`config.mk`:
```
export PLATFORM = sky130hd
export DESIGN_NAME = instr_encoder
export DESIGN_NICKNAME = d
export VERILOG_FILES = /design/src/rtl/instr_encoder.sv
export SDC_FILE = /design/constraint.sdc
export NUM_CORES = 1
export LEC_CHECK = 0
export ABC_CLOCK_PERIOD_IN_PS = 6930
export BUFFER_PORTS_ARGS = -buffer_cell sky130_fd_sc_hd__buf_2
export CORE_MARGIN = 5
export CORE_UTILIZATION = 45
export DETAILED_ROUTE_END_ITERATION = 8
export PLACE_DENSITY = 0.66
export SLEW_MARGIN = 20
export SYNTH_ARGS = -nofsm -noshare
export SYNTH_HDL_FRONTEND = slang
export SYNTH_SLANG_ARGS = --single-unit
```
`constraint.sdc`:
```
create_clock -name clk -period 6.93 [get_ports clk]
set_input_delay 1.386 -clock clk [delete_from_list [all_inputs] [get_ports clk]]
set_output_delay 1.386 -clock clk [all_outputs]
set_load 0.01 [all_outputs]
```
`src/rtl/instr_encoder.sv`:
```
// instr_encoder: packs RV32I instruction fields into 32-bit machine words.
// Each word is tagged with a sequential address and queued in a small FIFO.
//
// Ports:
//   clk, reset      rising-edge clock, asynchronous active-high reset
//   restart         synchronous flush; next address returns to BASE_ADDR
//   in_valid/ready  field-set handshake; ready is (occupancy < DEPTH)
//   fmt, rd, rs1, rs2, func3, alt, imm   instruction fields
//   out_valid/ready output handshake; out_instr/out_addr come from the FIFO head
//   err             one-cycle pulse after a field set fails its range check
//   err_count       saturating count of rejected field sets
module instr_encoder #(
    parameter logic [31:0] BASE_ADDR = 32'h0000_0000,
    parameter int unsigned DEPTH     = 2
) (
    input  logic        clk,
    input  logic        reset,
    input  logic        restart,
    input  logic        in_valid,
    output logic        in_ready,
    input  logic [2:0]  fmt,
    input  logic [4:0]  rd,
    input  logic [4:0]  rs1,
    input  logic [4:0]  rs2,
    input  logic [2:0]  func3,
    input  logic        alt,
    input  logic [31:0] imm,
    output logic        out_valid,
    input  logic        out_ready,
    output logic [31:0] out_instr,
    output logic [31:0] out_addr,
    output logic        err,
    output logic [7:0]  err_count
);

    localparam int unsigned CW = $clog2(DEPTH + 1);
    localparam int unsigned IW = $clog2(DEPTH);
    localparam int unsigned EW = 64;

    localparam logic [6:0] OP_R     = 7'b0110011;
    localparam logic [6:0] OP_LOAD  = 7'b0000011;
    localparam logic [6:0] OP_IMM   = 7'b0010011;
    localparam logic [6:0] OP_STORE = 7'b0100011;
    localparam logic [6:0] OP_BR    = 7'b1100011;
    localparam logic [6:0] OP_JAL   = 7'b1101111;
    localparam logic [6:0] OP_LUI   = 7'b0110111;
    localparam logic [6:0] OP_AUIPC = 7'b0010111;

    // Entry layout: {instr, addr}; entry 0 is the head and drives the outputs.
    logic [EW-1:0] mem_q [DEPTH];
    logic [EW-1:0] mem_n [DEPTH];
    logic [CW-1:0] cnt_q, cnt_n;
    logic [31:0]   addr_q, addr_n;
    logic          in_ready_q, out_valid_q, err_q;
    logic [7:0]    err_count_q;

    logic [31:0] enc_c;
    logic        ok_c;
    logic        accept, push, pop, reject;

    // Range checks: immediate must fit its encoded field exactly.
    logic fit12, fit13, fit21, u_low_zero;
    assign fit12      = (imm == {{20{imm[11]}}, imm[11:0]});
    assign fit13      = (imm == {{19{imm[12]}}, imm[12:0]}) && !imm[0];
    assign fit21      = (imm == {{11{imm[20]}}, imm[20:0]}) && !imm[0];
    assign u_low_zero = (imm[11:0] == 12'd0);

    // Field packing per format.
    always_comb begin
        enc_c = '0;
        ok_c  = 1'b1;
        case (fmt)
            3'd0: enc_c = {1'b0, alt, 5'b00000, rs2, rs1, func3, rd, OP_R};
            3'd1: begin
                enc_c = {imm[11:0], rs1, func3, rd, OP_LOAD};
                ok_c  = fit12;
            end
            3'd2: begin
                enc_c = {imm[11:0], rs1, func3, rd, OP_IMM};
                ok_c  = fit12;
            end
            3'd3: begin
                enc_c = {imm[11:5], rs2, rs1, func3, imm[4:0], OP_STORE};
                ok_c  = fit12;
            end
            3'd4: begin
                enc_c = {imm[12], imm[10:5], rs2, rs1, func3, imm[4:1], imm[11], OP_BR};
                ok_c  = fit13;
            end
            3'd5: begin
                enc_c = {imm[20], imm[10:1], imm[11], imm[19:12], rd, OP_JAL};
                ok_c  = fit21;
            end
            3'd6: begin
                enc_c = {imm[31:12], rd, OP_LUI};
                ok_c  = u_low_zero;
            end
            3'd7: begin
                enc_c = {imm[31:12], rd, OP_AUIPC};
                ok_c  = u_low_zero;
            end
        endcase
    end

    // Restart overrides any same-cycle accept or pop.
    assign accept = in_valid && in_ready_q;
    assign push   = accept && ok_c && !restart;
    assign reject = accept && !ok_c && !restart;
    assign pop    = out_valid_q && out_ready && !restart;

    // Shift-register FIFO: a pop shifts toward the head, a push lands just past the last entry.
    always_comb begin
        mem_n  = mem_q;
        cnt_n  = cnt_q;
        addr_n = addr_q;
        if (restart) begin
            cnt_n  = '0;
            addr_n = BASE_ADDR;
        end else begin
            if (pop) begin
                for (int i = 0; i < int'(DEPTH) - 1; i++) begin
                    mem_n[i] = mem_q[i + 1];
                end
                cnt_n = cnt_q - CW'(1);
            end
            if (push) begin
                mem_n[IW'(cnt_n)] = {enc_c, addr_q};
                cnt_n             = cnt_n + CW'(1);
                addr_n            = addr_q + 32'd4;
            end
        end
    end

    always_ff @(posedge clk or posedge reset) begin
        if (reset) begin
            for (int i = 0; i < int'(DEPTH); i++) begin
                mem_q[i] <= '0;
            end
            cnt_q       <= '0;
            addr_q      <= BASE_ADDR;
            in_ready_q  <= 1'b0;
            out_valid_q <= 1'b0;
            err_q       <= 1'b0;
            err_count_q <= 8'd0;
        end else begin
            mem_q       <= mem_n;
            cnt_q       <= cnt_n;
            addr_q      <= addr_n;
            in_ready_q  <= (cnt_n < CW'(DEPTH));
            out_valid_q <= (cnt_n != '0);
            err_q       <= reject;
            if (reject && (err_count_q != 8'hFF)) begin
                err_count_q <= err_count_q + 8'd1;
            end
        end
    end

    assign in_ready  = in_ready_q;
    assign out_valid = out_valid_q;
    assign out_instr = mem_q[0][63:32];
    assign out_addr  = mem_q[0][31:0];
    assign err       = err_q;
    assign err_count = err_count_q;

endmodule

```
### Word-level counts from Yosys, hierarchy flattened

Cells that the tools add are included.

* input bits: 59
* output and inout port bits: 75
* register bits after elaboration: 173

* reductions and logical operators: 21
* muxes and demuxes: 14
* bitwise gates (word level): 2
* add/subtract/negate cells: 4
* eq/ne operators: 11
* $lt $le $gt $ge: 3

Operators by type and width (count)
* $pmux W32 S8: 1
* $mux W64: 3
* $bwmux W128: 1
* $mux W128: 1
* $demux W64 S1: 1
* $mux W32: 2
* $add A32 B3 Y32 const B: 1
* $eq A20 B20 Y1: 1
* $eq A19 B19 Y1: 1
* $eq A3 B3 Y1 const B: 4
* $logic_not A12 Y1: 1
* $eq A11 B11 Y1: 1
* $logic_and A1 B1 Y1: 11
* $add A8 B1 Y8 const B: 1
* $mux W2: 4
* $ne A8 B8 Y1 const B: 1
* $eq A3 B2 Y1 const B: 2
* $pmux W1 S4: 1
* $reduce_bool A2 Y1: 2
* $eq A3 B1 Y1 const B: 1
* $logic_not A1 Y1: 3
* $logic_not A3 Y1: 1
* $reduce_or A3 Y1: 1
* $add A2 B1 Y2 const B: 1
* other kinds (8): 8

### Longest topological paths before layout

Gate-level depths: netlist (run 1).

* depth in word-level cells: 11
* depth in mapped cells: 11

### Worst setup path before layout (run 1)

Ideal clock, no wire load.

* kind: input to register
* start point: in fmt[0]
* end point: reg mem_q, in the netlist out_addr[14]
* setup time: 0.126 ns
* arrival: 3.430 ns
* setup slack: 3.374 ns
* cell stages on the path: 11
* path through: buf_6 > or4b_1 > a221oi_2 > o21a_1 > a31o_2 > buf_6 > o211ai_4 > and2_1 > clkbuf_1 > buf_2 > a221o_1

* longest elaborated chain between the ends: 6
* elaborated cells between the ends (all ways): 13
* classes of those cells: 7 x eq/ne; 2 x mux; 4 x reduce/logical

RTL lines
* start: declaration: line 21 `input logic [2:0] fmt,`
* $eq A3 B2 Y1 (tied with other cells): line 72 `case (fmt)`
* $reduce_or A3 Y1 (no source line) or $reduce_or A2 Y1 (tied branches)
* $pmux W1 S4 (*): line 72
* $logic_and A1 B1 Y1 (*) (2 in series): line 107 `assign push = accept && ok_c && !restart;`
* $mux W128 (*): line 126 `if (push) begin`
* end signal: assignment: line 146 `mem_q <= mem_n;`
* end: declaration: line 50 `logic [EW-1:0] mem_q [DEPTH];`

Mark *: on every way between the ends. The rest lies on a longest branch, timed or not.
A chain may end at the register's enable or synchronous reset.

### Worst setup path in the final report (run 1)

* start point: in imm[25]
* end point: reg mem_q, in the netlist out_instr[29]

* longest elaborated chain between the ends: 6
* elaborated cells between the ends (all ways): 9
* classes of those cells: 3 x eq/ne; 2 x mux; 4 x reduce/logical

RTL lines
* start: declaration: line 27 `input logic [31:0] imm,`
* $eq A19 B19 Y1 or $eq A11 B11 Y1 (tied branches): line 64, 65
* $logic_and A1 B1 Y1 (on tied branches): line 64, 65
* $pmux W1 S4 (*): line 72
* $logic_and A1 B1 Y1 (*) (2 in series): line 107
* $mux W128 (*): line 126

Marks and branches as above.

==> results of run 1 <==
## logic make-up after synthesis
family,after synthesis
buffers and inverters,128
xor gates and xnor gates,17
adders and majority gates,2
muxes,51
DFF,169
and+or+nand+nor,268
AOI/OAI and AO/OA,190
## worst max-delay path: cells and delay by family
family | cells | cell delay [ps]
AOI/OAI and AO/OA | 5 | 1830
and+or+nand+nor | 2 | 710
buffers and inverters | 2 | 460
## worst max-delay path by stage
stage	end	slack [ps]	from
final	out_instr[29]	2820	imm[25]
after global routing	out_addr[21]	2640	imm[23]
after CTS	out_instr[29]	2840	imm[25]
after detailed placement	out_instr[29]	2380	imm[25]
after global placement	out_instr[10]	2410	imm[23]
after floorplan	addr_q[10]	970	reset
## routing by layer
| metal | global-route usage | vias up | wire (µm) |
|---|---|---|---|
| met5 | 0 | - | 0 |
| met4 | 0.0471 | 0 | 226 |
| met3 | 0.0389 | 17 | 906 |
| met2 | 0.301 | 130 | 9660 |
| met1 | 0.267 | 3035 | 9660 |
| li1 | - | 3038 | - |
## final cells by class
type / count / area, µm² / area share
Clock buffer: 19 / 443 / 0.0473
Tap cell: 234 / 293 / 0.0312
Multi-Input combinational cell: 528 / 3470 / 0.371
Sequential cell: 169 / 4230 / 0.451
Timing Repair Buffer: 142 / 753 / 0.0804
Clock inverter: 13 / 134 / 0.0143
Inverter: 11 / 46.3 / 0.00494
## state kept, by name, summed over array words and instances (netlist names)
| signal | flops |
|---|---|
| mem_q | 62 |
| out_addr | 32 |
| out_instr | 32 |
| addr_q | 30 |
| err_count | 8 |
| cnt_q | 2 |
| err | 1 |
| in_ready | 1 |
| out_valid | 1 |
## layout by cell type, fill, tap and decap left out, drive strengths merged, types with 2 or more instances in the layout
cell type / count
inv: 16
buf: 142
o22a: 3
dfrtp: 169
clkbuf: 19
nor3: 7
mux2: 34
mux2i: 17
clkinv: 5
ha: 2
nor2: 71
o2111ai: 3
nor2b: 9
or3: 15
nand2: 67
nand3: 16
o211ai: 14
and3: 31
nor4: 8
o21a: 3
and2: 7
xor2: 7
nand4: 11
a221o: 58
a221oi: 2
xnor2: 10
a31o: 2
or4b: 2
o31ai: 6
nand2b: 10
clkinvlp: 2
or2: 3
a22oi: 2
o21ai: 66
a21oi: 20
o211a: 2
or4: 8
## per-stage QoR
stage,utilization,power (µW)
2_1_floorplan,-,1390
3_3_place_gp,0.470,1460
3_5_place_dp,0.470,1460
4_1_cts,0.501,2400
5_1_grt,0.503,2480
6_report,0.503,2370
## power by group
part	leakage (µW)	total, µW	internal, µW	switching, µW
logic	0.00197	312	138	174
registers	0.00231	1130	1070	61.2
clock network	0.000279	930	515	415
==> impl_summary.log, run 1 <==
[metrics] biggest area consumer among synthesized cells: sky130_fd_sc_hd__dfrtp_1
[metrics] cell at the root of the clock tree: sky130_fd_sc_hd__clkbuf_16
[metrics] minimum clock period: approximately 4100 ps
[metrics] fraction of post-synthesis cell area in the top cell type by area: 0.498
[metrics] adder-cell area share of the yosys netlist: 0.00294
[metrics] drt total wl: 20.5 mm
[metrics] Area Growth Syn to Fin: 10.3%
[metrics] Die Area: 21700 µm²
[metrics] number of hold buffers added after CTS: 0
[metrics] share of cells above drive strength 1: 0.249
[metrics] clock-pin transition on the worst setup and hold timing paths: 70 ps
[metrics] antenna violations before repair: 0
[metrics] cts bufs inserted: 17
[metrics] Overflow after GRT: 0
[metrics] most repeated cell in the gate-level netlist after synthesis: sky130_fd_sc_hd__dfrtp_1
[metrics] Initial Util: 0.456
[metrics] row count: 50
[metrics] end of the worst hold path: mem_q[33]
[metrics] sequential element share of the synthesized area: 0.498
[metrics] DRC errors left: 0
[metrics] syn_area_per_cell: 10.3 µm²
[metrics] fill count: 1729
[metrics] area fraction in compound gates after synthesis: 0.166
[metrics] via-per-instance ratio: around 5.6
[metrics] clock latency on the worst-skew pair: 420 ps
[metrics] main combinational cell family by area after synthesis: compound AO/OA/AOI/OAI gates
[metrics] post-layout instance count excluding filler cells: 1116
[metrics] total number of H-tree levels: 4
[metrics] final non-filler cell area: around 9400 µm²
[metrics] reg-to-reg endpoint: addr_q[27]
[metrics] worst endpoint required time: 7230 ps
[metrics] Starting DRT DRC Count: 415
[metrics] count of unique library cells instantiated by Yosys: 56
[metrics] CORE AREA: 18600 µm²
[metrics] port bufs: 133
[metrics] warnings from Yosys: 0
[metrics] worst vdd ir: ~0.17 mV
[metrics] synthesized netlist cell count: 825
[metrics] top cell types by occurrence after synthesis: sky130_fd_sc_hd__dfrtp_1 (169), sky130_fd_sc_hd__nor2_1 (71), sky130_fd_sc_hd__nand2_1 (67)
[metrics] crit path max-delay cell type: sky130_fd_sc_hd__a31o_1
[metrics] WHS: 469 ps
[metrics] critical-path maximum fanout: 33
[metrics] class of the most critical setup path: in -> reg
[metrics] setup repair bufs after CTS: 0
[metrics] type of destination of the critical path: flop
[metrics] hold depth: 1
[metrics] parity-gate share of the synthesized area counting xor and xnor cells: 0.0175
[metrics] launch instance of the worst min-delay path: mem_q[33]
[metrics] class of the worst hold path: reg -> reg
[metrics] worst-case register-to-register setup slack: 4290 ps
[metrics] count of flip-flops with a built-in enable after synthesis: 0
[metrics] biggest cell delay along the critical path: about 620 ps
[metrics] global-route usage over all layers: 0.189
[metrics] proportion of synthesized area in mux cells: 0.0651
[metrics] total number of vias: 6220
[metrics] wire length per cell after detailed routing: 18.3 µm
[metrics] chain of cells forming the critical path: buf_2, nand4_1, or4_1, o21ai_1, a31o_1, o21ai_2, o21a_2, buf_4, a221o_1
[metrics] total instance count after detailed placement: ~1100
[metrics] die height: 147 µm
[metrics] Worst R2R Path Depth: 7
[metrics] Synth Register Bits: about 170
[metrics] setup TNS: 0 ps
[metrics] total standard cell area after synthesis: 8500 µm²
[metrics] post-CTS resize count: 0
[metrics] Final Setup Violations: 0
[metrics] diode count: 0
[metrics] Max Buffers Root-to-Sink: 2
[metrics] setup repair after global routing missed its margin: false
[metrics] category of the worst setup path launch point: input pin
[metrics] total half-perimeter wirelength after legalization and detailed placement: 14.1 mm
[metrics] Synthesized Nets: 886
[metrics] share of flip-flops with an asynchronous set or reset after synthesis: 1.00
[metrics] Setup Slack @ Placement: 2380 ps
[metrics] Period Utilization, post-route: 0.593
[metrics] number of pins exceeding their max-slew limit in the final report: 0
[metrics] total cell area at the placement stage: around 8800 µm²
[metrics] max-cap viol count: 0
[metrics] result of the run: complete, no violations
[metrics] 1st-pass router iterations: 4
[metrics] leakage power summed over all cells: 0.00455 µW
[metrics] actual transition at the worst max-transition pin: 1200 ps
[metrics] number of nets with antenna violations after detailed routing: 0
[metrics] Fmax: 243 MHz
[metrics] total power divided by cell area: around 250 nW/µm²
[metrics] Final Hold Fails: 0
[metrics] number of clock sinks seen by CTS: 169
[metrics] leading post-synthesis cells by cell area: sky130_fd_sc_hd__dfrtp_1 (50%), sky130_fd_sc_hd__a221o_1 (6.8%), sky130_fd_sc_hd__buf_4 (5.8%)
[metrics] final net count: 930
[metrics] global placer's final weighted congestion: 0.877
[metrics] clock tree from TritonCTS: built
[metrics] wire length of the first global-routing pass: 33.1 mm
[metrics] dominant register cell in the synthesized netlist: sky130_fd_sc_hd__dfrtp_1
[metrics] Synth Area in Simple Gates: 0.157
[metrics] Max-Slew Margin vs Limit: 0.197
[metrics] startpoint of the lowest-slack register-to-register path: addr_q[8]
[metrics] number of global-route vias before repair: approximately 6100
[metrics] post-route setup slack: 2820 ps
[metrics] maximum number of pins on one net before global-route repair: 112
[metrics] worst-case clock skew: 9.05 ps
[metrics] width of the die: 147 µm
[metrics] arrival time at the worst endpoint: 4410 ps
[metrics] number of placed I/O pins: 134
Note: power is estimated with default switching activity, not from simulation.
==> run 2, diff against run 1 <==
- ABC_AREA: default -> 1
- ABC_CLOCK_PERIOD_IN_PS: 6930 -> 3600
- PLACE_DENSITY: 0.66 -> 0.67
- clock period: 6.93 -> 3.6 ns (I/O delays scaled with it)
==> impl_summary.log, run 2 <==
[metrics] total power: 4830 µW (was 2370 µW)
[metrics] number of nets with antenna violations after detailed routing: 0 (unchanged)
[metrics] combinational fraction of design power: 0.172 (was 0.131)
[metrics] setup repair after global routing missed its margin: false (unchanged)
[metrics] Starting DRT DRC Count: 620 (was 415)
[metrics] biggest area consumer among synthesized cells: sky130_fd_sc_hd__dfrtp_1 (unchanged)
[metrics] Worst R2R Path Depth: 10 (was 7)
[metrics] number of global-route vias before repair: 8152 (was 6068)
[metrics] internal power summed over all cells: 3390 µW (was 1720 µW)
[metrics] total number of vias: 8671 (was 6220)
[metrics] minimum clock period: between 2000 and 2500 ps
[metrics] max-cap viol count: 0 (unchanged)
[metrics] top cell types by occurrence after synthesis: sky130_fd_sc_hd__nand2_1 (601), sky130_fd_sc_hd__dfrtp_1 (169), sky130_fd_sc_hd__o21ai_0 (151) (was sky130_fd_sc_hd__dfrtp_1 (169), sky130_fd_sc_hd__nor2_1 (71), sky130_fd_sc_hd__nand2_1 (67))
[metrics] number of pins exceeding their max-slew limit in the final report: 0 (unchanged)
[metrics] maximum number of pins on one net before global-route repair: 170 (was 112)
[metrics] Setup crit end: addr_q[28] (was out_instr[29])
[metrics] total number of H-tree levels: 4 (unchanged)
[metrics] global-route usage over all layers: 0.208 (was 0.189)
[metrics] wire length per cell after detailed routing: 14.8 µm (was 18.3 µm)
[metrics] warnings from Yosys: 0 (unchanged)
[metrics] fraction of post-synthesis cell area in the top cell type by area: 0.428 (was 0.498)
[metrics] clock latency on the worst-skew pair: 430 ps (was 420 ps)
[metrics] actual transition at the worst max-transition pin: 917 ps (was 1200 ps)
[metrics] CORE AREA: 21700 µm² (was 18600 µm²)
[metrics] leakage power summed over all cells: 0.00551 µW (was 0.00455 µW)
[metrics] setup repair bufs after CTS: 0 (unchanged)
[metrics] Overflow after GRT: 0 (unchanged)
[metrics] final net count: 1492 (was 930)
[metrics] drt total wl: 25.5 mm (was 20.5 mm)
[metrics] number of placed I/O pins: 134 (unchanged)
[metrics] class of the most critical setup path: reg -> reg (was in -> reg)
[metrics] sequential share of power: 0.452 (was 0.477)
[metrics] worst endpoint required time: 3880 ps (was 7230 ps)
[metrics] share of cells above drive strength 1: 0.133 (was 0.249)
[metrics] most frequent standard cell in the layout excluding fill and tap cells: sky130_fd_sc_hd__nand2_1 (was sky130_fd_sc_hd__dfrtp_1)
[metrics] reg-to-reg endpoint: addr_q[28] (was addr_q[27])
[metrics] top library cells by usage in the layout, fill and taps aside: sky130_fd_sc_hd__nand2_1 (601), sky130_fd_sc_hd__dfrtp_1 (169), sky130_fd_sc_hd__o21ai_0 (151), sky130_fd_sc_hd__buf_2 (133), sky130_fd_sc_hd__inv_1 (79) (was sky130_fd_sc_hd__dfrtp_1 (169), sky130_fd_sc_hd__buf_2 (133), sky130_fd_sc_hd__nor2_1 (70), sky130_fd_sc_hd__nand2_1 (67), sky130_fd_sc_hd__o21ai_0 (62))
[metrics] class of the worst hold path: reg -> reg (unchanged)
[metrics] biggest cell delay along the critical path: 550 ps (was 620 ps)
[metrics] Crit path depth: 10 (was 9)
[metrics] result of the run: complete, no violations (unchanged)
[metrics] syn_area_per_cell: 7.06 µm² (was 10.3 µm²)
[metrics] clock tree from TritonCTS: built (unchanged)
[metrics] wire length of the first global-routing pass: 41.9 mm (was 33.1 mm)
[metrics] post-CTS resize count: 0 (unchanged)
[metrics] category of the worst setup path launch point: flop (was input pin)
[metrics] DRC errors left: 0 (unchanged)
[metrics] port bufs: 133 (unchanged)
[metrics] relative contribution of the clock network to total power: 0.376 (was 0.392)
[metrics] total standard cell area after synthesis: 9870 µm² (was 8500 µm²)
[metrics] die height: 158 µm (was 147 µm)
[metrics] setup TNS: 0 ps (unchanged)
[metrics] critical-path maximum fanout: 4 (was 33)
[metrics] Die Area: 25000 µm² (was 21700 µm²)
[metrics] worst vdd ir: 0.310 mV (was 0.175 mV)
[metrics] most repeated cell in the gate-level netlist after synthesis: sky130_fd_sc_hd__nand2_1 (was sky130_fd_sc_hd__dfrtp_1)
[metrics] net load switching power: 1440 µW (was 649 µW)
[metrics] share of flip-flops with an asynchronous set or reset after synthesis: 1.00 (unchanged)
[metrics] Max-Slew Margin vs Limit: 0.388 (was 0.197)
[metrics] Final Hold Fails: 0 (unchanged)
[metrics] Sw Ratio: 0.298 (was 0.274)
[metrics] chain of cells forming the critical path: ha_1, nand2_1, nor2_1, inv_1, nor4_1, nand3_1, xor2_1, nor2_1, nand2_1, o21ai_0 (was buf_2, nand4_1, or4_1, o21ai_1, a31o_1, o21ai_2, o21a_2, buf_4, a221o_1)
[metrics] dominant register cell in the synthesized netlist: sky130_fd_sc_hd__dfrtp_1 (unchanged)
[metrics] count of unique library cells instantiated by Yosys: 36 (was 56)
[metrics] Fmax: between 400 and 500 MHz
[metrics] clock-pin transition on the worst setup and hold timing paths: 70 ps (about the same)
[metrics] number of hold buffers added after CTS: 0 (unchanged)
[metrics] total half-perimeter wirelength after legalization and detailed placement: 17.7 mm (was 14.1 mm)
[metrics] Initial Util: 0.455 (was 0.456)
[metrics] diode count: 0 (unchanged)
[metrics] 1st-pass router iterations: 6 (was 4)
[metrics] antenna violations before repair: 0 (unchanged)
[metrics] crit path max-delay cell type: sky130_fd_sc_hd__nor4_1 (was sky130_fd_sc_hd__a31o_1)
[metrics] worst-case register-to-register setup slack: 1130 ps (was 4290 ps)
[metrics] arrival time at the worst endpoint: 2750 ps (was 4410 ps)
[metrics] global placer's final weighted congestion: 0.960 (was 0.877)
[metrics] critical path buffer and inverter count: 1 (was 2)
[metrics] cts bufs inserted: 17 (unchanged)
[metrics] Max Buffers Root-to-Sink: 2 (unchanged)
[metrics] Period Utilization, post-route: 0.687
[metrics] Synth Register Bits: 169 (unchanged)
[metrics] sequential element share of the synthesized area: 0.428 (was 0.498)
[metrics] synthesized netlist cell count: 1398 (was 825)
[metrics] startpoint of the lowest-slack register-to-register path: addr_q[3] (was addr_q[8])
[metrics] CP delay by family, top: simple AND/OR/NAND/NOR gates (was compound AO/OA/AOI/OAI gates)
[metrics] row count: 54 (was 50)
[metrics] width of the die: 158 µm (was 147 µm)
[metrics] worst-case clock skew: 9.13 ps (was 9.05 ps)
[metrics] cell at the root of the clock tree: sky130_fd_sc_hd__clkbuf_16 (unchanged)
[metrics] leading post-synthesis cells by cell area: sky130_fd_sc_hd__dfrtp_1 (43%), sky130_fd_sc_hd__nand2_1 (23%), sky130_fd_sc_hd__o21ai_0 (7.7%) (was sky130_fd_sc_hd__dfrtp_1 (50%), sky130_fd_sc_hd__a221o_1 (6.8%), sky130_fd_sc_hd__buf_4 (5.8%))
[metrics] via-per-instance ratio: 5.03 (was 5.57)
[metrics] number of clock sinks seen by CTS: 169 (unchanged)
[metrics] total power divided by cell area: 446 nW/µm² (was 253 nW/µm²)
[metrics] number of flip-flops under the largest register name: 62 (unchanged)
[metrics] Area Growth Syn to Fin: 9.67% (was 10.3%)
[metrics] type of destination of the critical path: flop (unchanged)
[metrics] register with the most flip-flops: mem_q (unchanged)
[metrics] count of flip-flops with a built-in enable after synthesis: 0 (unchanged)
[metrics] Synthesized Nets: 1459 (was 886)
[metrics] Crit. Startpoint: addr_q[3] (was imm[25])
[metrics] Final Setup Violations: 0 (unchanged)
==> run 2: changes by cell type after synthesis, moves of 15 or more <==
cell	delta
sky130_fd_sc_hd__o21ai_1	+21
sky130_fd_sc_hd__xor2_1	+23
sky130_fd_sc_hd__a221o_1	-58
sky130_fd_sc_hd__nand3_1	+29
sky130_fd_sc_hd__o21ai_0	+88
sky130_fd_sc_hd__and3_1	-31
sky130_fd_sc_hd__mux2_2	-34
sky130_fd_sc_hd__inv_1	+69
sky130_fd_sc_hd__or3_1	-15
sky130_fd_sc_hd__nand2_1	+534
==> run 2: layout make-up <==
cell class | instances | area, µm²
clock inverters | 11 | 110
well taps | 280 | 350
flip-flops and latches | 169 | 4230
fillers | 2174 | 10900
clock buffers | 21 | 470
inverters | 84 | 319
repair buffers | 144 | 811
multi-input cells | 1015 | 4530
==> run 2: worst min path at each step <==
| stage | slack, ps | from | depth (start not counted) | end |
|---|---|---|---|---|
| finish | 450 | mem_q[33] | 2 | mem_q[33] |
| global route | 470 | mem_q[32] | 2 | mem_q[32] |
| CTS | 460 | mem_q[32] | 2 | mem_q[32] |
| detailed placement | 440 | mem_q[33] | 2 | mem_q[33] |
| global placement | 430 | mem_q[32] | 2 | mem_q[32] |
| floorplan | 420 | mem_q[32] | 2 | mem_q[32] |
==> run 2: power groups by stage <==
| stage | registers (µW) | clock network, µW | logic, µW |
|---|---|---|---|
| floorplan | 2200 | 0 | 674 |
| global placement | 2220 | 0 | 823 |
| finish | 2180 | 1820 | 831 |
| global route | 2200 | 1940 | 955 |
| CTS | 2180 | 1850 | 842 |
| detailed placement | 2220 | 0 | 839 |
==> run 2: per-layer routing <==
layer	up-vias	GRT usage	share of wire
met5	-	0	0
met1	4004	0.289	0.47
met3	28	0.0276	0.045
met2	209	0.342	0.47
met4	0	0.0617	0.019
li1	4430	-	-
==> run 2: stage by stage <==
stage | instance area [µm²] | std cells | worst slack (ps) | utilization | hold WS [ps]
global placement | 10200 | 1692 | 774 | 0.472 | 429
detailed placement | 10200 | 1692 | 732 | 0.472 | 438
finish | 10800 | 1724 | 1130 | 0.499 | 449
floorplan | 9870 | 1398 | 725 | - | 420
global route | 10800 | 1724 | 919 | 0.499 | 474
CTS | 10800 | 1724 | 1160 | 0.499 | 455
==> run 2: logic make-up after synthesis <==
| logic type | after synthesis | synth area share |
|---|---|---|
| adders and majority gates | 2 | 0.00254 |
| xor gates and xnor gates | 35 | 0.0311 |
| and+or+nand+nor | 775 | 0.314 |
| AOI/OAI and AO/OA | 197 | 0.104 |
| DFF | 169 | 0.428 |
| buffers and inverters | 214 | 0.113 |
| muxes | 6 | 0.00609 |
==> run 2: worst min-delay path: stages (launching register included) <==
cell	delay (ps)
sky130_fd_sc_hd__dfrtp_1	320
sky130_fd_sc_hd__inv_1	40
sky130_fd_sc_hd__nand2_1	50
